### src/rtl/pc_gen_pkg.sv
// Shared defaults, types and helpers for the fetch-stage PC generator.
package pc_gen_pkg;

  localparam int unsigned XLEN_DEF         = 32;
  localparam logic [31:0] RESET_VECTOR_DEF = 32'h0000_0000;
  localparam int unsigned INST_BYTES_DEF   = 4;
  localparam int unsigned EPOCH_W_DEF      = 2;

  typedef logic [XLEN_DEF-1:0]    pc_t;
  typedef logic [EPOCH_W_DEF-1:0] epoch_t;

  // IDLE only exists between reset release and the first edge.
  typedef enum logic [1:0] {
    FS_IDLE,
    FS_RUN,
    FS_PEND
  } fetch_state_e;

  function automatic pc_t align_pc(input pc_t pc, input int unsigned align_w);
    pc_t mask;
    mask = '1;
    mask = mask << align_w;
    return pc & mask;
  endfunction

endpackage

### src/rtl/pc_gen_unit_if.sv
// Fetch request channel from the PC generator to instruction memory.
interface pc_gen_unit_if #(
  parameter int unsigned XLEN    = 32,
  parameter int unsigned EPOCH_W = 2
) ();

  logic               fetch_valid_o;
  logic               fetch_ready_i;
  logic [XLEN-1:0]    fetch_pc_o;
  logic [EPOCH_W-1:0] fetch_epoch_o;

  modport master (
    output fetch_valid_o,
    input  fetch_ready_i,
    output fetch_pc_o,
    output fetch_epoch_o
  );

  modport slave (
    input  fetch_valid_o,
    output fetch_ready_i,
    input  fetch_pc_o,
    input  fetch_epoch_o
  );

endinterface

### src/rtl/pc_gen_unit_redir_arbiter.sv
// Fixed-priority redirect select (index 0 wins) with target alignment.
module redir_arbiter #(
  parameter int unsigned XLEN      = 32,
  parameter int unsigned NUM_REDIR = 2,
  parameter int unsigned ALIGN_W   = 2
) (
  input  logic [NUM_REDIR-1:0]      valid,
  input  logic [NUM_REDIR*XLEN-1:0] pc,
  output logic                      any_valid,
  output logic [XLEN-1:0]           tgt,
  output logic                      misaligned
);

  localparam logic [XLEN-1:0] LOW_MASK = XLEN'((64'd1 << ALIGN_W) - 64'd1);

  logic [XLEN-1:0] raw;

  always_comb begin
    any_valid = 1'b0;
    raw       = '0;
    for (int unsigned k = 0; k < NUM_REDIR; k++) begin
      if (valid[k] && !any_valid) begin
        any_valid = 1'b1;
        raw       = pc[k*XLEN +: XLEN];
      end
    end
  end

  assign tgt        = raw & ~LOW_MASK;
  assign misaligned = |(raw & LOW_MASK);

endmodule

### src/rtl/pc_gen_unit.sv
// Fetch PC generator: sequential advance, prioritised redirects, held-redirect buffer, epoch tags.
module pc_gen_unit
  import pc_gen_pkg::*;
#(
  parameter int unsigned     XLEN         = XLEN_DEF,
  parameter logic [XLEN-1:0] RESET_VECTOR = XLEN'(RESET_VECTOR_DEF),
  parameter int unsigned     NUM_REDIR    = 2,
  parameter int unsigned     INST_BYTES   = INST_BYTES_DEF,
  parameter int unsigned     EPOCH_W      = EPOCH_W_DEF
) (
  input  logic                      clk,
  input  logic                      rst_n,
  input  logic                      stall_i,
  input  logic [NUM_REDIR-1:0]      redir_valid_i,
  input  logic [NUM_REDIR*XLEN-1:0] redir_pc_i,
  pc_gen_unit_if.master             fetch,
  output logic                      pending_o,
  output logic                      redir_misaligned_o
);

  localparam int unsigned ALIGN_W = $clog2(INST_BYTES);

  fetch_state_e       state_q, state_d;
  logic [XLEN-1:0]    pc_q, pc_d;
  logic [XLEN-1:0]    pend_pc_q, pend_pc_d;
  logic [EPOCH_W-1:0] epoch_q, epoch_d;
  logic               mis_q;

  logic            any_valid, misaligned, valid, xfer, hold;
  logic [XLEN-1:0] tgt;

  redir_arbiter #(
    .XLEN      (XLEN),
    .NUM_REDIR (NUM_REDIR),
    .ALIGN_W   (ALIGN_W)
  ) u_arb (
    .valid      (redir_valid_i),
    .pc         (redir_pc_i),
    .any_valid  (any_valid),
    .tgt        (tgt),
    .misaligned (misaligned)
  );

  assign valid = (state_q != FS_IDLE);
  assign xfer  = valid & fetch.fetch_ready_i;
  assign hold  = valid & ~fetch.fetch_ready_i;

  always_ff @(posedge clk or negedge rst_n) begin
    if (!rst_n) begin
      state_q   <= FS_IDLE;
      pc_q      <= RESET_VECTOR;
      pend_pc_q <= '0;
      epoch_q   <= '0;
      mis_q     <= 1'b0;
    end else begin
      state_q   <= state_d;
      pc_q      <= pc_d;
      pend_pc_q <= pend_pc_d;
      epoch_q   <= epoch_d;
      mis_q     <= any_valid & misaligned;
    end
  end

  // PEND means the held request is stale and pend_pc_q replaces it once it transfers.
  always_comb begin
    state_d   = state_q;
    pc_d      = pc_q;
    pend_pc_d = pend_pc_q;
    epoch_d   = epoch_q;
    if (any_valid && !hold) begin
      pc_d    = tgt;
      epoch_d = epoch_q + EPOCH_W'(1);
      state_d = FS_RUN;
    end else if (any_valid) begin
      pend_pc_d = tgt;
      state_d   = FS_PEND;
    end else if (state_q == FS_PEND && xfer) begin
      pc_d    = pend_pc_q;
      epoch_d = epoch_q + EPOCH_W'(1);
      state_d = FS_RUN;
    end else begin
      if (xfer && !stall_i) pc_d = pc_q + XLEN'(INST_BYTES);
      if (state_q == FS_IDLE) state_d = FS_RUN;
    end
  end

  assign fetch.fetch_valid_o = valid;
  assign fetch.fetch_pc_o    = pc_q;
  assign fetch.fetch_epoch_o = epoch_q;
  assign pending_o           = (state_q == FS_PEND);
  assign redir_misaligned_o  = mis_q;

endmodule

### src/flat_wrapper.sv
// flat-port wrapper written by rule: the top's interface ports become plain ports
module pc_gen_unit_flat import pc_gen_pkg::*;
#(
  parameter int unsigned     XLEN         = XLEN_DEF,
  parameter logic [XLEN-1:0] RESET_VECTOR = XLEN'(RESET_VECTOR_DEF),
  parameter int unsigned     NUM_REDIR    = 2,
  parameter int unsigned     INST_BYTES   = INST_BYTES_DEF,
  parameter int unsigned     EPOCH_W      = EPOCH_W_DEF
)
  (clk, rst_n, stall_i, redir_valid_i, redir_pc_i, pending_o, redir_misaligned_o, fetch_fetch_valid_o, fetch_fetch_ready_i, fetch_fetch_pc_o, fetch_fetch_epoch_o);
  pc_gen_unit_if #(.XLEN(XLEN), .EPOCH_W(EPOCH_W)) fetch_i ();
  input  logic clk;
  input  logic rst_n;
  input  logic stall_i;
  input  logic [NUM_REDIR-1:0] redir_valid_i;
  input  logic [NUM_REDIR*XLEN-1:0] redir_pc_i;
  output logic pending_o;
  output logic redir_misaligned_o;
  output wire logic [$bits(fetch_i.fetch_valid_o)-1:0] fetch_fetch_valid_o;
  input wire logic [$bits(fetch_i.fetch_ready_i)-1:0] fetch_fetch_ready_i;
  output wire logic [$bits(fetch_i.fetch_pc_o)-1:0] fetch_fetch_pc_o;
  output wire logic [$bits(fetch_i.fetch_epoch_o)-1:0] fetch_fetch_epoch_o;
  assign fetch_fetch_valid_o = fetch_i.fetch_valid_o;
  assign fetch_i.fetch_ready_i = fetch_fetch_ready_i;
  assign fetch_fetch_pc_o = fetch_i.fetch_pc_o;
  assign fetch_fetch_epoch_o = fetch_i.fetch_epoch_o;
  pc_gen_unit #(.XLEN(XLEN), .RESET_VECTOR(RESET_VECTOR), .NUM_REDIR(NUM_REDIR), .INST_BYTES(INST_BYTES), .EPOCH_W(EPOCH_W)) u_core (.clk(clk), .rst_n(rst_n), .stall_i(stall_i), .redir_valid_i(redir_valid_i), .redir_pc_i(redir_pc_i), .fetch(fetch_i), .pending_o(pending_o), .redir_misaligned_o(redir_misaligned_o));
endmodule
### config.mk
export PLATFORM = sky130hd
export DESIGN_NAME = pc_gen_unit_flat
export DESIGN_NICKNAME = d
export VERILOG_FILES = /design/src/rtl/pc_gen_pkg.sv /design/src/rtl/pc_gen_unit_if.sv /design/src/rtl/pc_gen_unit_redir_arbiter.sv /design/src/rtl/pc_gen_unit.sv /design/src/flat_wrapper.sv
export SDC_FILE = /design/constraint.sdc
export NUM_CORES = 1
export LEC_CHECK = 0
export ABC_AREA = 1
export BUFFER_PORTS_ARGS = -buffer_cell sky130_fd_sc_hd__buf_2
export CAP_MARGIN = 5
export CORE_MARGIN = 1
export CORE_UTILIZATION = 26
export CTS_BUF_LIST = sky130_fd_sc_hd__clkbuf_8
export CTS_CLUSTER_DIAMETER = 200
export DETAILED_ROUTE_END_ITERATION = 8
export GPL_TIMING_DRIVEN = 0
export HOLD_SLACK_MARGIN = 0.1
export MAX_ROUTING_LAYER = met4
export PLACE_DENSITY = 0.56
export SLEW_MARGIN = 40
export SYNTH_ARGS = -nofsm -noshare
export SYNTH_HDL_FRONTEND = slang
export SYNTH_SLANG_ARGS = --single-unit
### constraint.sdc
create_clock -name clk -period 4.47 [get_ports clk]
set_clock_uncertainty 0.05 [all_clocks]
set_input_delay 0.447 -clock clk [delete_from_list [all_inputs] [get_ports clk]]
set_output_delay 0.447 -clock clk [all_outputs]
set_load 0.05 [all_outputs]
==> impl_metrics.yaml <==
outcome:
  outcome: "completed"
sta:
  worst_pin_slew_ns: 0.685
  slew_viol_final: 0
  setup_tns_ns: 0
  setup_viol: 0
  period_share: 0.408
  rsz0062_at_grt: "false"
  timing.final.crit_period_ns: 1.82
  max_freq_ghz: 0.549
  relSlewSlack: 0.543
  finalHoldViolCount: 0
critical_path:
  r2r_end: "u_core.fetch.fetch_pc_o[26]"
  reg2reg_slack_ns: 2.65
  crit_type: "reg2reg"
  cp.arrival_ns: 2.03
  r2r_start: "u_core.fetch.fetch_pc_o[3]"
  required_ns: 4.68
  crit_path_start: "u_core.fetch.fetch_pc_o[3]"
  crit_fanout: 6
  start_kind: "flip-flop"
  r2r_cells: 10
  cp-end-kind: "flip-flop"
pwr:
  p_clk_frac: 0.270
  pwr-share-comb: 0.334
  p_sw_frac: 0.404
  power_switching_uw: 814
  leakage_nw: 2.88
  pwr-share-seq: 0.396
  intPower_mw: 1.20
  vdd_drop_max_mv: 0.184
  p_per_area_nw_per_um2: 369
placement:
  dpl_cell_area_um2: 5240
  gp_congestion: 0.897
  post-dp-hpwl_um: 10700
  port_buffers: 102
floorplan:
  placementRows: 47
  ioPinCount: 107
  dieHeight_um: 132
  placeableCoreArea_um2: 16600
  dieArea_um2: 17500
  die_width_um: 132
  start_util: 0.267
grt:
  first_global_vias: 4296
  overflow: 0
  grt_pass1_wl_um: 23000
  grt_antenna_before_repair: 0
  grt_max_degree: 37
  track_usage: 0.175
synth:
  synth_edf_count: 0
  ys_types: 33
  yosysWarnings: 0
  yosys_register_bits: 65
  syn-instance-count: 659
  synth_area_um2: 4420
  synth_ff_type: "dfrtp_1"
  seq_area_frac_synth: 0.368
  synth_async_sr_flop_share: 1.00
  syn_area_per_cell_um2: 6.71
final_layout:
  final_common_cell: "nand2_1"
  fin_area_um2: 5450
  area_growth_pct: 23.4
  nNetsFinal: 846
  final_cell_mix: "nand2_1 (224), buf_2 (110), nor2_1 (88), nand3_1 (79), inv_1 (72)"
  drive_gt1_frac: 0.217
  diodes: 0
  nFillCells: 1842
clocking:
  htreeDepth: 3
  cts_root_buffer: "clkbuf_8"
  clock-sinks: 65
  numCtsBuffers: 9
  clock_latency_ns: 0.37
  clock_path_buffers: 2
  cts_tree: "yes"
  clkTransAtPathRegs_ns: 0.08
flow_run:
  drv_cap: 0
drt:
  drc: 0
  ant_nets: 0
  wl_um: 14100
  via_count: 4544
  via_per_inst: 4.54
  first_pass_iters: 5
  drt-initial-drc-count: 330
  wl_per_cell_um: 14.1
worst_hold_path:
  hold_path_startpoint: "redir_pc_i[1]"
  hp-class: "in2reg"
  hold_depth: 3
  whs_endpoint: "u_core.redir_misaligned_o"
[cell usage after synthesis, types with 2 or more instances]
cell / count / area, µm²
o21ai_1: 7 / 35.0
buf_4: 6 / 45.0
o22ai_1: 13 / 81.3
buf_2: 9 / 45.0
nor2_2: 5 / 31.3
mux2_2: 6 / 67.6
o21ai_0: 26 / 130
inv_1: 70 / 263
inv_2: 2 / 7.51
dfrtp_1: 65 / 1630
nand2_1: 224 / 841
xnor2_1: 3 / 26.3
nand2_2: 3 / 18.8
nor2_8: 2 / 40.0
nor2_4: 4 / 45.0
nor2_1: 88 / 330
clkbuf_1: 11 / 41.3
o211ai_1: 6 / 45.0
mux2_4: 9 / 135
buf_6: 2 / 22.5
xor2_1: 3 / 26.3
nand3_1: 79 / 395
a21oi_1: 6 / 30.0
[state kept, by name, indices dropped and copies added (netlist names)]
signal and count:
u_core.pend_pc_q 30, u_core.fetch.fetch_epoch_o 2, u_core.fetch.fetch_pc_o 30, u_core.state_q 2, u_core.redir_misaligned_o 1
[power groups by stage]
stage / sequential (mW) / clock, mW / combinational, mW
final: 0.797 / 0.544 / 0.673
after global routing: 0.812 / 0.579 / 0.737
after CTS: 0.795 / 0.555 / 0.679
after detailed placement: 0.805 / 0 / 0.676
after global placement: 0.805 / 0 / 0.666
after floorplan: 0.970 / 0 / 0.299
[metal layers]
layer | routed length [µm] | global-route usage
met2 | 6400 | 0.271
met3 | 615 | 0.0281
met4 | 256 | 0.0524
met1 | 6840 | 0.235
met5 | 0 | -
[how the worst max path moves through the flow]
stage | endpoint | slack, ns | cells after the start
2_1_floorplan | u_core.fetch.fetch_pc_o[26] | 2.58 | 10
3_3_place_gp | u_core.fetch.fetch_pc_o[15] | 2.51 | 7
3_5_place_dp | u_core.fetch.fetch_pc_o[15] | 2.50 | 7
4_1_cts | u_core.fetch.fetch_pc_o[26] | 2.66 | 10
5_1_grt | u_core.fetch.fetch_pc_o[26] | 2.52 | 10
6_report | u_core.fetch.fetch_pc_o[26] | 2.65 | 10
[what timing repair did]
| item | CTS | global route |
|---|---|---|
| buffers inserted | 0 | 0 |
| setup endpoints to repair | 0 | 0 |
| hold buffers | 1 | 0 |
| endpoints found under the hold margin | 29 | 0 |
| resized for setup | 0 | 0 |
[critical path, stage by stage, from the launching register on]
cell and delay (ns):
dfrtp_1 0.41, ha_1 0.27, inv_1 0.09, nor2_2 0.24
nand2_2 0.13, nor2_4 0.21, nand2_1 0.07, nand2_1 0.06
nand3_1 0.07, nand2_1 0.07, nand2_1 0.05
[stage by stage]
stage / hold slack [ns] / utilization / cells / power, mW / worst slack [ns]
2_1_floorplan: 0.101 / - / 660 / 1.27 / 2.58
3_3_place_gp: 0.403 / 0.314 / 982 / 1.47 / 2.51
3_5_place_dp: 0.295 / 0.316 / 983 / 1.48 / 2.50
4_1_cts: 0.248 / 0.329 / 1000 / 2.03 / 2.66
5_1_grt: 0.276 / 0.329 / 1000 / 2.13 / 2.52
6_report: 0.261 / 0.329 / 1000 / 2.01 / 2.65
[logic make-up (layout without fill, tap and decap cells)]
logic type | count (synthesis) | in the layout | share of synthesized area
AOI/OAI and AO/OA | 59 | 59 | 0.0764
xor gates and xnor gates | 6 | 6 | 0.0119
adders and majority gates | 1 | 1 | 0.00283
buffers and inverters | 102 | 222 | 0.0982
DFF | 65 | 65 | 0.368
muxes | 15 | 15 | 0.0459
other | 1 | 2 | 0.000848
and+or+nand+nor | 410 | 410 | 0.396
[layout make-up]
class                           count  area [µm²]  area share
Sequential cell                    65        1630       0.298
Multi-Input combinational cell    493        2360       0.433
Clock buffer                       12         165      0.0303
Buffer                             29         158      0.0289
Timing Repair Buffer              104         547       0.100
Clock inverter                      4        42.5     0.00780
Tap cell                          220         275      0.0505
Inverter                           73         277      0.0507
Note: power is estimated with default switching activity, not from simulation.
